File: src/rtl/cci_line_reader.sv
// CCI-P channel-0 read-request engine: streams a contiguous run of cache lines
// into the line buffer, with a credit count that keeps the buffer from overflowing.
module cci_line_reader #(
    parameter int ADDR_WIDTH = 42,
    parameter int BUF_LINES  = 8
) (
    input  logic                  clk,
    input  logic                  reset,
    input  logic                  start,
    input  logic [63:0]           length_bytes,
    input  logic [ADDR_WIDTH-1:0] base_cl_addr,
    output logic                  busy,
    output logic                  done,
    output logic                  rd_req_valid,
    output logic [ADDR_WIDTH-1:0] rd_req_addr,
    output logic [15:0]           rd_req_mdata,
    input  logic                  c0_almost_full,
    input  logic                  rd_rsp_valid,
    input  logic [511:0]          rd_rsp_data,
    output logic                  buf_wr_en,
    output logic [511:0]          buf_wr_data,
    input  logic                  buf_line_consumed
);

    typedef enum logic [1:0] {
        ST_IDLE  = 2'd0,
        ST_ISSUE = 2'd1,
        ST_DRAIN = 2'd2,
        ST_DONE  = 2'd3
    } state_t;

    localparam logic [7:0] CREDIT_MAX = 8'(BUF_LINES);

    state_t                state_r;
    state_t                state_s;
    logic [ADDR_WIDTH-1:0] base_r;
    logic [58:0]           num_lines_r;
    logic [58:0]           num_lines_s;
    logic [58:0]           issued_r;
    logic [58:0]           issued_next_s;
    logic [58:0]           received_r;
    logic [58:0]           received_next_s;
    logic [7:0]            credits_r;
    logic [7:0]            credits_s;
    logic [64:0]           len_round_s;
    logic                  issue_s;
    logic                  rsp_take_s;

    // Line count, request/response qualification and next counter values.
    always_comb begin
        // One spare bit keeps the +63 rounding from wrapping at the top of the range.
        len_round_s     = {1'b0, length_bytes} + 65'd63;
        num_lines_s     = len_round_s[64:6];
        issue_s         = (state_r == ST_ISSUE) && !c0_almost_full &&
                          (credits_r != 8'd0) && (issued_r < num_lines_r);
        rsp_take_s      = ((state_r == ST_ISSUE) || (state_r == ST_DRAIN)) &&
                          rd_rsp_valid && (received_r < num_lines_r);
        issued_next_s   = issued_r + {58'd0, issue_s};
        received_next_s = received_r + {58'd0, rsp_take_s};
    end

    // Credit update: an issue spends one, a consumed line returns one, capped at depth.
    always_comb begin
        credits_s = credits_r;
        if (issue_s && !buf_line_consumed) begin
            credits_s = credits_r - 8'd1;
        end else if (!issue_s && buf_line_consumed && (credits_r < CREDIT_MAX)) begin
            credits_s = credits_r + 8'd1;
        end else begin
            credits_s = credits_r;
        end
    end

    // Next-state logic; completion is decided on the edge that counts the last response.
    always_comb begin
        state_s = state_r;
        case (state_r)
            ST_IDLE: begin
                if (start) state_s = ST_ISSUE;
                else       state_s = ST_IDLE;
            end
            ST_ISSUE: begin
                if (issued_next_s == num_lines_r) begin
                    if (received_next_s == num_lines_r) state_s = ST_DONE;
                    else                                state_s = ST_DRAIN;
                end else begin
                    state_s = ST_ISSUE;
                end
            end
            ST_DRAIN: begin
                if (received_next_s == num_lines_r) state_s = ST_DONE;
                else                                state_s = ST_DRAIN;
            end
            ST_DONE: state_s = ST_IDLE;
            default: state_s = ST_IDLE;
        endcase
    end

    // State, run counters, credits and all registered outputs.
    always_ff @(posedge clk) begin
        if (reset) begin
            state_r      <= ST_IDLE;
            base_r       <= '0;
            num_lines_r  <= 59'd0;
            issued_r     <= 59'd0;
            received_r   <= 59'd0;
            credits_r    <= CREDIT_MAX;
            busy         <= 1'b0;
            done         <= 1'b0;
            rd_req_valid <= 1'b0;
            rd_req_addr  <= '0;
            rd_req_mdata <= 16'd0;
            buf_wr_en    <= 1'b0;
            buf_wr_data  <= 512'd0;
        end else begin
            state_r   <= state_s;
            credits_r <= credits_s;
            if ((state_r == ST_IDLE) && start) begin
                base_r      <= base_cl_addr;
                num_lines_r <= num_lines_s;
                issued_r    <= 59'd0;
                received_r  <= 59'd0;
            end else begin
                issued_r    <= issued_next_s;
                received_r  <= received_next_s;
            end
            busy         <= (state_s != ST_IDLE);
            done         <= (state_s == ST_DONE);
            rd_req_valid <= issue_s;
            if (issue_s) begin
                rd_req_addr  <= base_r + ADDR_WIDTH'(issued_r);
                rd_req_mdata <= issued_r[15:0];
            end
            buf_wr_en <= rsp_take_s;
            if (rsp_take_s) begin
                buf_wr_data <= rd_rsp_data;
            end
        end
    end

endmodule
File: config.mk
export PLATFORM = sky130hd
export DESIGN_NAME = cci_line_reader
export DESIGN_NICKNAME = d
export VERILOG_FILES = /design/src/rtl/cci_line_reader.sv
export SDC_FILE = /design/constraint.sdc
export NUM_CORES = 2
export LEC_CHECK = 0
export CAP_MARGIN = 20
export CORE_AREA = 2 2 470 472
export DETAILED_ROUTE_END_ITERATION = 8
export DIE_AREA = 0 0 472 474
export GPL_TIMING_DRIVEN = 0
export PLACE_DENSITY_LB_ADDON = 0.05
export SYNTH_ARGS = -nofsm -noshare
export SYNTH_HDL_FRONTEND = slang
export SYNTH_SLANG_ARGS = --single-unit
File: constraint.sdc
create_clock -name clk -period 10.7 [get_ports clk]
set_input_delay 2.14 -clock clk [delete_from_list [all_inputs] [get_ports clk]]
set_output_delay 2.14 -clock clk [all_outputs]
set_load 0.03 [all_outputs]
======== Word level (Yosys, flattened, before mapping) ========
Cells that the tools add are included.
word-level totals
  bits in registers ....................... 803
  output and inout port bits .............. 574
  logic and storage cells ................. 52
cells by class
  $add $sub $neg .......................... 6
  order comparisons ....................... 3
  equal/unequal tests ..................... 6
  muxes and demuxes ....................... 6
  reductions and logical operators ........ 18
operator list
  cell                                                                   number
  59-bit by 1-bit adder with 59-bit output                               2
  59-bit == test                                                         2
  59-bit < comparator                                                    2
  64-bit by 6-bit adder with 65-bit output (second input constant)       1
  42-bit adder                                                           1
  8-bit two-way mux                                                      2
  1-bit logical AND                                                      9
  8-bit by 1-bit adder with 8-bit output (second input constant)         1
  8-bit by 4-bit < comparator with 1-bit output (second input constant)  1
  2-bit case mux with 4 select lines                                     1
  8-bit nonzero test                                                     1
  8-bit by 1-bit subtractor with 8-bit output (second input constant)    1
  2-bit == test (second input constant)                                  3
  2-bit nonzero test                                                     2
  1-bit zero test                                                        3
  2-bit by 1-bit == test with 1-bit output (second input constant)       1
  2-bit zero test                                                        1
  1-bit two-way mux                                                      2
  2-bit two-way mux                                                      1
  2-bit OR reduction                                                     1
  1-bit logical OR                                                       1

======== Longest topological paths before layout ========
  depth in word-level cells ............... 10
  gate-level depth with buffers ........... 29
  mapped depth without buffers ............ 24

======== Worst setup path before layout ========
OpenSTA, ideal clock, no wires.
  path type ............................... input port to flip-flop
  start ................................... in c0_almost_full
  end ..................................... reg busy
  setup time .............................. 0.128 ns
  arrival ................................. 6.627 ns
  required time ........................... 10.572 ns
  slack ................................... 3.945 ns
  stages .................................. 20
  cells stage by stage .................... a2111oi_0 o21a_1 o211ai_1 inv_1 clkbuf_1 clkbuf_1 ha_1 ha_1 nand3_1 or4_4 buf_6 nor4_1 mux2_2 nor4_1 o2111a_1 nand4_1 nor4_2 o31ai_1 a21oi_2 o21ai_1
on the way
  word-level cells in the longest chain between the ends .. 9
ends and longest elaborated chain
  what                                      RTL line  RTL
  from (decl)                               17        input logic c0_almost_full,
  1-bit zero test                           54        issue_s = (state_r == ST_ISSUE) && !c0_almost_full &&
  1-bit logical AND (2 in series)           54
  1-bit logical AND                         55        (credits_r != 8'd0) && (issued_r < num_lines_r);
  net issue_s                               46        logic issue_s;
  59-bit by 1-bit adder with 59-bit output  58        issued_next_s = issued_r + {58'd0, issue_s};
  59-bit == test                            83        if (issued_next_s == num_lines_r) begin
  2-bit two-way mux                         83
  2-bit case mux with 4 select lines        77        case (state_r)
  2-bit nonzero test                        127       busy <= (state_s != ST_IDLE);
  to (signal assigned)                      127
  to (decl)                                 12        output logic busy,
The timed path passes the listed nets, and every way through them passes these cells.
A chain may end at the register's enable or synchronous reset.

======== Worst setup path in the final report ========
  start ................................... reg num_lines_r[36]
  end ..................................... reg done
on the way
  word-level cells in the longest chain between the ends .. 8
ends and longest elaborated chain
  what                                        RTL line  RTL
  from (decl)                                 37        logic [58:0] num_lines_r;
  from (signal assigned)                      120       num_lines_r <= num_lines_s;
  59-bit < comparator *                       57        rd_rsp_valid && (received_r < num_lines_r);
  1-bit logical AND *                         57
  net rsp_take_s                              47        logic rsp_take_s;
  59-bit by 1-bit adder with 59-bit output *  59        received_next_s = received_r + {58'd0, rsp_take_s};
  net received_next_s[1]                      42        logic [58:0] received_next_s;
  59-bit == test *                            84, 91
  1-bit two-way mux *                         84, 91
  2-bit two-way mux                           83
  2-bit case mux with 4 select lines *        77
  2-bit == test *                             128       done <= (state_s == ST_DONE);
  to (signal assigned)                        128
  to (decl)                                   13        output logic done,
The timed path passes the listed nets; every way through them passes the cells marked *.

==> qor.yml <==
core_area_um2: 219000
dieArea_um2: 224000
cts_root_buffer: "clkbuf_16"
tightestPinTransition_ps: 1140
first_global_vias: 36700
netlist_instances: 4226
cts_inserted_buffers: 110
drt-pass1-iter-count: 5
pwr-share-seq_pct: 37.9
groute.usage.overall_pct: 20.6
power_density_nw_per_um2: 149
drtIter0Drc: 2286
leakage_nw: 21.1
grt_max_degree: 16
htree_num_levels: 3
status: "complete, no violations"
synth_seq_cells: 803
finalHoldViolations: 0
fin_skew_ps: 41.0
seqCellArea_um2: 16100
drt_drc_violations_left: 0
swShare_pct: 30.1
ir_drop_v: 0.000116
clock_tree.buffer_depth: 3
place.gp.congestion: 0.901
cts_resized: 0
worstPathArrival_ps: 10350
clkTransAtPathRegs_ps: 60
wl_per_cell_um: 28.2
fin_crit_sh_pct: 90.6
critPathKind: "reg2reg"
post_synth_instance_area_um2: 38200
ys_warn_count: 0
setup_viol: 0
start_util_pct: 17.5
crit_fanout: 10
multi_input_area_um2: 20900
cts_setup_buffers: 0
cts_num_sinks: 803
boundaryPins: 1198
synth_edf_count: 0
ys.flop_type: "dfxtp_1"
period_needed_ps: 9690
nets: 6344
filler_cell_count: 23700
worstPathRequired_ps: 11360
grt_overflow: 0
avgSynthCellArea_um2: 9.04
cp_common_cell: "ha_1"
hold_buffers: 0
startpoint: "num_lines_r[36]"
synth_seq_area_share_pct: 42.1
rr_worst_depth: 30
final_cell_mix: "clkdlybuf4s50_1 (1196), nor2_1 (842), dfxtp_1 (803)"
p_comb_share_pct: 18.0
rsz0062_at_grt: "no"
clkPwrFrac_pct: 44.1
cts_tree: "done"
slew_violations: 0
reg2reg_to: "done"
insertion_delay_ps: 760
reg2reg_slack_ps: 1010
synth_fp_nets: 5023
placementRows: 172
slowest_delay_ps: 900
drive_above_1_share_pct: 4.20
synthTopCellsByArea: "dfxtp_1 (42%), mux2i_1 (15%), nor2_1 (8.3%), ha_1 (5.6%), xnor2_1 (3.9%)"
fmax_mhz: 103
min_to: "rd_req_addr[32]"
finalInstanceArea_um2: 57700
power.switching_mw: 2.60
fin_tns_setup_ps: 0
port_buffers: 1196
antenna_found_initial: 81
placed_area_um2: 54000
rr_startpoint: "num_lines_r[36]"
die_y_um: 474
synth_async_sr_flop_share_pct: 0
wl_um: 240000
power.total_mw: 8.62
die_w_um: 472
cp-start-kind: "flip-flop"
layout_commonest_cell: "clkdlybuf4s50_1"
crit_slowest_cell: "nor4_1"
yosys.area.top_type: "dfxtp_1"
hold_start: "rd_req_addr[32]"
min_path_cells: 2
synth.distinct_cells: 82
p_int_mw: 6.02
end_kind: "flip-flop"
area_growth_pct: 51.0
vias_per_cell: 4.29
maxSlewHeadroom_pct: 23.2
drtAntennaViolNets: 0
cap_violations: 0
route.vias.total: 36600
dpl.hpwl_um: 203000
yosys.area.top_type_share_pct: 42.1
grt_pass1_wl_um: 320000
hp-class: "reg2reg"
==> per-stage QoR <==
step	hold slack (ps)	instances	worst slack (ps)	utilization [%]
5_1_grt	482	8519	474	26.4
6_report	451	8531	1010	26.4
2_1_floorplan	441	4226	3950	-
4_1_cts	456	8511	406	26.4
3_3_place_gp	443	8293	-872	24.6
3_5_place_dp	450	8304	374	24.7
==> power by group through the flow <==
stage,Clock [mW],Combinational (mW),Sequential (mW)
floorplan,0,0.515,3.50
global placement,0,1.57,3.32
detailed placement,0,1.57,3.32
CTS,3.95,1.58,3.26
global route,4.05,1.65,3.28
finish,3.80,1.55,3.26
==> cell type report <==
cell class	instances	share of cell area [%]
Antenna cell	18	0.0781
Buffer	228	1.52
Clock buffer	166	5.59
Clock inverter	41	0.763
Inverter	113	0.735
Multi-Input combinational cell	3082	36.1
Sequential cell	803	27.9
Tap cell	2871	6.23
Timing Repair Buffer	1209	21.1
==> registers in the layout, summed over array words and instances (netlist names) <==
| register | flops |
|---|---|
| received_r | 59 |
| credits_r | 8 |
| issued_r | 59 |
| rd_req_mdata | 16 |
| base_r | 42 |
| rd_req_addr | 42 |
| buf_wr_en | 1 |
| done | 1 |
| buf_wr_data | 512 |
| busy | 1 |
| num_lines_r | 59 |
| rd_req_valid | 1 |
| state_r | 2 |
==> critical path, delay by kind of cell, from the launching register on <==
kind                     cells  cell delay, ps
AO/OA/AOI/OAI               10            2800
AND/OR/NAND/NOR              9            2730
buffers and inverters        7            2560
adder cells (fa/ha/maj)      3             860
flip-flops                   1             300
XOR/XNOR                     1             260
==> cell usage after synthesis, drive strengths merged (6+ instances only) <==
cell type    n
nor2       842
dfxtp      803
mux2i      559
nand2      231
ha         171
xnor2      170
clkbuf     164
a21oi      161
inv        113
nand3      110
nand4      106
xor2       102
o21ai       68
buf         64
a211oi      59
nor4        53
nor3        49
and3        41
a21o        39
and4        28
and2        19
nand2b      19
nor2b       19
or3         19
a2111oi     14
or4         13
a311oi      12
a31oi       12
o2111ai     10
xnor3       10
nand3b       9
o31ai        9
a211o        8
o21bai       8
a22o         7
o21a         7
o22ai        7
o32ai        7
a31o         6
or2          6
==> how the worst max path moves through the flow <==
stage	endpoint	cells past startpoint	slack, ps
finish	done	30	1010
floorplan	busy	20	3950
global route	done	27	470
detailed placement	done	22	370
CTS	done	27	410
global placement	done	20	-870
==> logic make-up (layout without fill, tap and decap cells) <==
group	Yosys count	after routing	synth area share (%)
adder cells (fa/ha/maj)	173	173	5.70
XOR/XNOR	282	282	6.82
flip-flops	803	803	42.1
buffers and inverters	341	1757	3.40
AND/OR/NAND/NOR	1582	1582	19.0
other	0	18	0
AO/OA/AOI/OAI	482	482	8.31
multiplexers	563	563	14.8
==> metal layers <==
metal	GRT usage, %	share of wire (%)	up-vias
met5	0	0.15	-
met4	4.29	2.4	56
met3	5.89	6.9	321
met2	37.6	51	1254
met1	23.8	40	17500
li1	-	-	17500
(Power assumes the default switching activity.)
